$ cat src/rtl/chandelier_dimmer_ctrl.sv
// rtl/chandelier_dimmer_ctrl.sv - chandelier brightness controller with fault boost, ramp and PWM
module chandelier_dimmer_ctrl #(
  parameter int NUM_BULBS  = 4,
  parameter int LEVEL_W    = 4,
  parameter int NOMINAL    = 10,
  parameter int BOOST_STEP = 2,
  parameter int DEBOUNCE   = 3,
  parameter int RAMP_DIV   = 4
) (
  input  logic                             clk,
  input  logic                             rst_n,
  input  logic                             enable,
  input  logic [NUM_BULBS-1:0]             bulb_status,
  output logic [NUM_BULBS*LEVEL_W-1:0]     level,
  output logic [NUM_BULBS-1:0]             pwm_out,
  output logic [$clog2(NUM_BULBS+1)-1:0]   fault_count,
  output logic                             all_failed,
  output logic                             settled
);

  localparam int MAX  = (1 << LEVEL_W) - 1;
  localparam int FC_W = $clog2(NUM_BULBS + 1);
  localparam int DB_W = (DEBOUNCE > 1) ? $clog2(DEBOUNCE) : 1;
  localparam int TK_W = (RAMP_DIV > 1) ? $clog2(RAMP_DIV) : 1;

  logic [NUM_BULBS-1:0]               filt;
  logic [NUM_BULBS-1:0]               filt_next;
  logic [NUM_BULBS-1:0][DB_W-1:0]     db_cnt;
  logic [NUM_BULBS-1:0][DB_W-1:0]     db_next;
  logic [NUM_BULBS-1:0][LEVEL_W-1:0]  lvl;
  logic [NUM_BULBS-1:0][LEVEL_W-1:0]  tgt_cur;
  logic [NUM_BULBS-1:0][LEVEL_W-1:0]  tgt_next;
  logic [TK_W-1:0]                    tick_cnt;
  logic                               tick;
  logic [LEVEL_W-1:0]                 pwm_cnt;

  // Number of zero bits in a filtered status vector
  function automatic logic [FC_W-1:0] count_failed(input logic [NUM_BULBS-1:0] f);
    logic [FC_W-1:0] c;
    c = '0;
    for (int i = 0; i < NUM_BULBS; i++) c = c + FC_W'(~f[i]);
    return c;
  endfunction

  // Compensated target, summed in 32 bits so the boost saturates instead of wrapping
  function automatic logic [LEVEL_W-1:0] boosted(input logic [FC_W-1:0] fails);
    logic [31:0] sum;
    sum = 32'(NOMINAL) + 32'(BOOST_STEP) * 32'(fails);
    return (sum > 32'(MAX)) ? LEVEL_W'(MAX) : LEVEL_W'(sum);
  endfunction

  // Next filtered status: a raw difference must persist DEBOUNCE edges to be accepted
  always_comb begin
    filt_next = filt;
    db_next   = db_cnt;
    for (int i = 0; i < NUM_BULBS; i++) begin
      if (bulb_status[i] != filt[i]) begin
        if (db_cnt[i] == DB_W'(DEBOUNCE - 1)) begin
          filt_next[i] = bulb_status[i];
          db_next[i]   = '0;
        end else begin
          db_next[i] = db_cnt[i] + DB_W'(1);
        end
      end else begin
        db_next[i] = '0;
      end
    end
  end

  // Targets from the current filter (for settled) and from the next filter (for the ramp step)
  always_comb begin
    tgt_cur  = '0;
    tgt_next = '0;
    for (int i = 0; i < NUM_BULBS; i++) begin
      if (enable && filt[i])      tgt_cur[i]  = boosted(count_failed(filt));
      if (enable && filt_next[i]) tgt_next[i] = boosted(count_failed(filt_next));
    end
  end

  assign tick = (tick_cnt == TK_W'(RAMP_DIV - 1));

  // Debounce state registers
  always_ff @(posedge clk or negedge rst_n) begin
    if (!rst_n) begin
      filt   <= '1;
      db_cnt <= '0;
    end else begin
      filt   <= filt_next;
      db_cnt <= db_next;
    end
  end

  // Ramp divider: one step opportunity every RAMP_DIV cycles
  always_ff @(posedge clk or negedge rst_n) begin
    if (!rst_n) begin
      tick_cnt <= '0;
    end else if (tick) begin
      tick_cnt <= '0;
    end else begin
      tick_cnt <= tick_cnt + TK_W'(1);
    end
  end

  // Level ramp; a bulb that drops out is cut to 0 on the same edge its filter flips
  always_ff @(posedge clk or negedge rst_n) begin
    if (!rst_n) begin
      lvl <= '0;
    end else begin
      for (int i = 0; i < NUM_BULBS; i++) begin
        if (!filt_next[i]) begin
          lvl[i] <= '0;
        end else if (tick) begin
          if (lvl[i] < tgt_next[i])      lvl[i] <= lvl[i] + LEVEL_W'(1);
          else if (lvl[i] > tgt_next[i]) lvl[i] <= lvl[i] - LEVEL_W'(1);
        end
      end
    end
  end

  // Free-running PWM period counter, 0..MAX-1
  always_ff @(posedge clk or negedge rst_n) begin
    if (!rst_n) begin
      pwm_cnt <= '0;
    end else if (pwm_cnt >= LEVEL_W'(MAX - 1)) begin
      pwm_cnt <= '0;
    end else begin
      pwm_cnt <= pwm_cnt + LEVEL_W'(1);
    end
  end

  // Registered PWM compare, gated by the bulb being healthy
  always_ff @(posedge clk or negedge rst_n) begin
    if (!rst_n) begin
      pwm_out <= '0;
    end else begin
      for (int i = 0; i < NUM_BULBS; i++) begin
        pwm_out[i] <= (pwm_cnt < lvl[i]) & filt[i];
      end
    end
  end

  assign level       = lvl;
  assign fault_count = count_failed(filt);
  assign all_failed  = (filt == '0);
  assign settled     = rst_n && (lvl == tgt_cur);

endmodule

$ cat config.mk
export PLATFORM = sky130hd
export DESIGN_NAME = chandelier_dimmer_ctrl
export DESIGN_NICKNAME = d
export VERILOG_FILES = /design/src/rtl/chandelier_dimmer_ctrl.sv
export SDC_FILE = /design/constraint.sdc
export NUM_CORES = 1
export LEC_CHECK = 0
export CORE_UTILIZATION = 42
export DETAILED_ROUTE_END_ITERATION = 8
export SETUP_SLACK_MARGIN = 0.1
export SYNTH_ARGS = -nofsm -noshare
export SYNTH_HDL_FRONTEND = slang
export SYNTH_SLANG_ARGS = --single-unit
export TNS_END_PERCENT = 100
$ cat constraint.sdc
create_clock -name clk -period 4.4 [get_ports clk]
set_clock_uncertainty 0.15 [all_clocks]
set_input_delay 0.66 -clock clk [delete_from_list [all_inputs] [get_ports clk]]
set_output_delay 0.66 -clock clk [all_outputs]
set_load 0.01 [all_outputs]
==> results.yml <==
synth:
  synth.top_cells.by_area: "dfrtp_1 27%, ha_1 17%, nand2_1 4.5%"
  yosys.cell_types.count: 49
  syn-instance-count: 344
  synth_edf_count: 0
  synthFlopType: "dfrtp_1"
  synth_seq_cells: 38
  yosysTopAreaCell: "dfrtp_1"
  syn_nets: 402
  async_flop_share: 1.000
  yosysSeqAreaShare: 0.3009
  synth_area_per_cell_um2: 9.235
  ys_warn_count: 0
  yosysTopAreaCellShare: 0.2678
  synthesis.area_mm2: 0.003177
floorplan:
  dieArea_mm2: 0.007916
  core_region_area_mm2: 0.007292
  placementRows: 31
  ios: 32
  die_y_um: 88.97
  fp.dieW_um: 88.97
  start_util: 0.4357
timing:
  rsz0062_at_grt: "true"
  final-setup-viol-count: 0
  post-route-period-util: 0.9517
  slew_headroom: 0.5647
  max_slew.worst_pin.slew_ns: 0.6508
  fin_tns_setup_ns: 0
  slew_viol_final: 0
  layout_setup_ws_ns: 0.2127
  fmax_ghz: 0.2388
  final-hold-violation-count: 0
  post-route-min-period_ns: 4.187
cells_and_area:
  antenna_cells: 0
  syn_to_final_growth_pct: 28.40
  stdcell_count: 519
  nNetsFinal: 478
  final_layout_size_suffix_gt1_frac: 0.1881
critical_path:
  crit_arrival_ns: 4.27
  reg2reg_to: "level[11]"
  start_kind: "input pin"
  r2r_slack_ns: 0.22
  critical_path_class: "input pin to flop"
  rr_worst_depth: 18
  r2r-start: "db_cnt[0]"
  critPathMaxFanout: 4
  cp.required_ns: 4.48
  critPathCaptureType: "flop"
drt:
  drtAntennaViolNets: 0
  num_vias: 2691
  wl_um: 7684
  wl_per_cell_um: 14.81
  drt-initial-drc-count: 124
  drt_pass1_iterations: 4
  viasPerCell: 5.185
  drc: 0
place:
  place.detailed.hpwl_um: 5906
  preCtsSetupSlack_ns: -0.4251
  dp.cells: 507
  portBuffers: 31
  place.gp.congestion: 0.8251
worst_hold_path:
  whs_path_depth: 1
  hp-class: "flop to flop"
  hold_path_end: "tick_cnt[0]"
  min-delay-start: "tick_cnt[0]"
clock_tree:
  cts_tree: "done"
  root_buffer: "clkbuf_8"
  htree_num_levels: 2
  cts_sinks: 38
  clk_latency_ns: 0.29
  cts-buffers-inserted: 5
  clk_pin_slew_ns: 0.07
  cts_buffer_depth: 2
  holdBufCountCts: 0
global_route:
  grt_pass1_wl_um: 12460
  grt_pass1_vias: 2672
  antenna_found_initial: 0
  grtUsageTotal: 0.2074
  gr-total-overflow: 0
  grt_max_degree: 39
status:
  outcome: "completed"
job:
  maxCapViolCount: 0
-- critical path, stage by stage --
cell           delay (ns)
dlygate4sd2_1        0.27
mux2i_4              0.17
inv_2                0.10
xnor2_4              0.19
ha_4                 0.23
ha_4                 0.24
fa_2                 0.57
o21ai_2              0.08
ha_1                 0.29
nand2_1              0.07
a21o_2               0.20
nand2_2              0.06
ha_1                 0.22
a21o_1               0.16
a21o_1               0.19
a211o_1              0.25
a211o_1              0.26
nand2_1              0.06
-- layout make-up --
class                   count  area (um^2)
fillers                   669         3213
multi-input cells         262         2150
flip-flops and latches     38        955.9
repair buffers             75        630.6
inverters                  38        142.6
well taps                  99        123.9
clock buffers               7        76.32
-- layout by cell type, fill, tap and decap left out, types with 6 or more instances in the layout --
| cell type | instances |
|---|---|
| a21oi_1 | 13 |
| nand2b_1 | 7 |
| xnor2_1 | 15 |
| nand2_1 | 35 |
| dfrtp_1 | 34 |
| nand3_1 | 7 |
| buf_4 | 44 |
| nor2_1 | 12 |
| clkdlybuf4s50_1 | 26 |
| nor3_1 | 6 |
| a21o_1 | 14 |
| nor3b_1 | 8 |
| ha_1 | 42 |
| nand4_1 | 6 |
| inv_1 | 35 |
| o21ai_0 | 15 |
-- how the worst max path moves through the flow --
stage / from / end / slack [ns] / cells after the start
global placement: bulb_status[0] / level[15] / -0.37 / 19
floorplan: bulb_status[1] / level[15] / 0.13 / 17
global route: db_cnt[0] / level[11] / 0.05 / 18
finish: bulb_status[0] / level[11] / 0.21 / 18
CTS: bulb_status[3] / level[11] / 0.02 / 16
detailed placement: bulb_status[0] / level[11] / -0.43 / 19
-- state kept, by name, summed over array words and instances, names as in the netlist --
| name | flops |
|---|---|
| level | 16 |
| filt | 4 |
| tick_cnt | 2 |
| db_cnt | 8 |
| pwm_cnt | 4 |
| pwm_out | 4 |
-- Yosys cell counts, types with 5 or more instances --
| cell | n |
|---|---|
| ha_1 | 44 |
| nand2_1 | 38 |
| inv_1 | 35 |
| dfrtp_1 | 34 |
| o21ai_0 | 18 |
| xnor2_1 | 16 |
| a21oi_1 | 15 |
| a21o_1 | 14 |
| nor2_1 | 12 |
| nand2b_1 | 8 |
| nor3b_1 | 8 |
| fa_1 | 7 |
| nand3_1 | 7 |
| mux2i_1 | 6 |
| nand4_1 | 6 |
| nor3_1 | 6 |
| a311o_1 | 5 |
-- through the flow --
stage / hold WS [ns] / area, um^2 / utilization
after detailed placement: 0.2704 / 3869 / 0.5305
after global placement: 0.2633 / 3869 / 0.5305
final: 0.2786 / 4079 / 0.5594
after CTS: 0.2806 / 3981 / 0.5460
after floorplan: 0.2144 / 3192 / -
after global routing: 0.3045 / 4079 / 0.5594
-- logic make-up after synthesis --
family | synth area share
mux | 0.03190
fa+ha+maj | 0.2174
xor+xnor | 0.04687
flops | 0.3009
buf+inv | 0.05908
simple gates | 0.1713
compound gates | 0.1725
-- metal layers --
layer  track usage  routed length (um)  vias up
met1        0.2783                3778     1265
li1              -                   -     1375
met3       0.03324                 198        8
met2        0.3524                3632       43
met4       0.04906                  74        0
met5             0                   0        -
-- timing repair --
item | 4_1_cts | 5_1_grt
buffers inserted | 2 | 3
pin swaps | 5 | 5
setup endpoints to repair | 7 | 7
gates resized for setup | 9 | 17
Power is not shown: default switching activity piles up to over one toggle a cycle in this logic, so the estimate is an artifact.
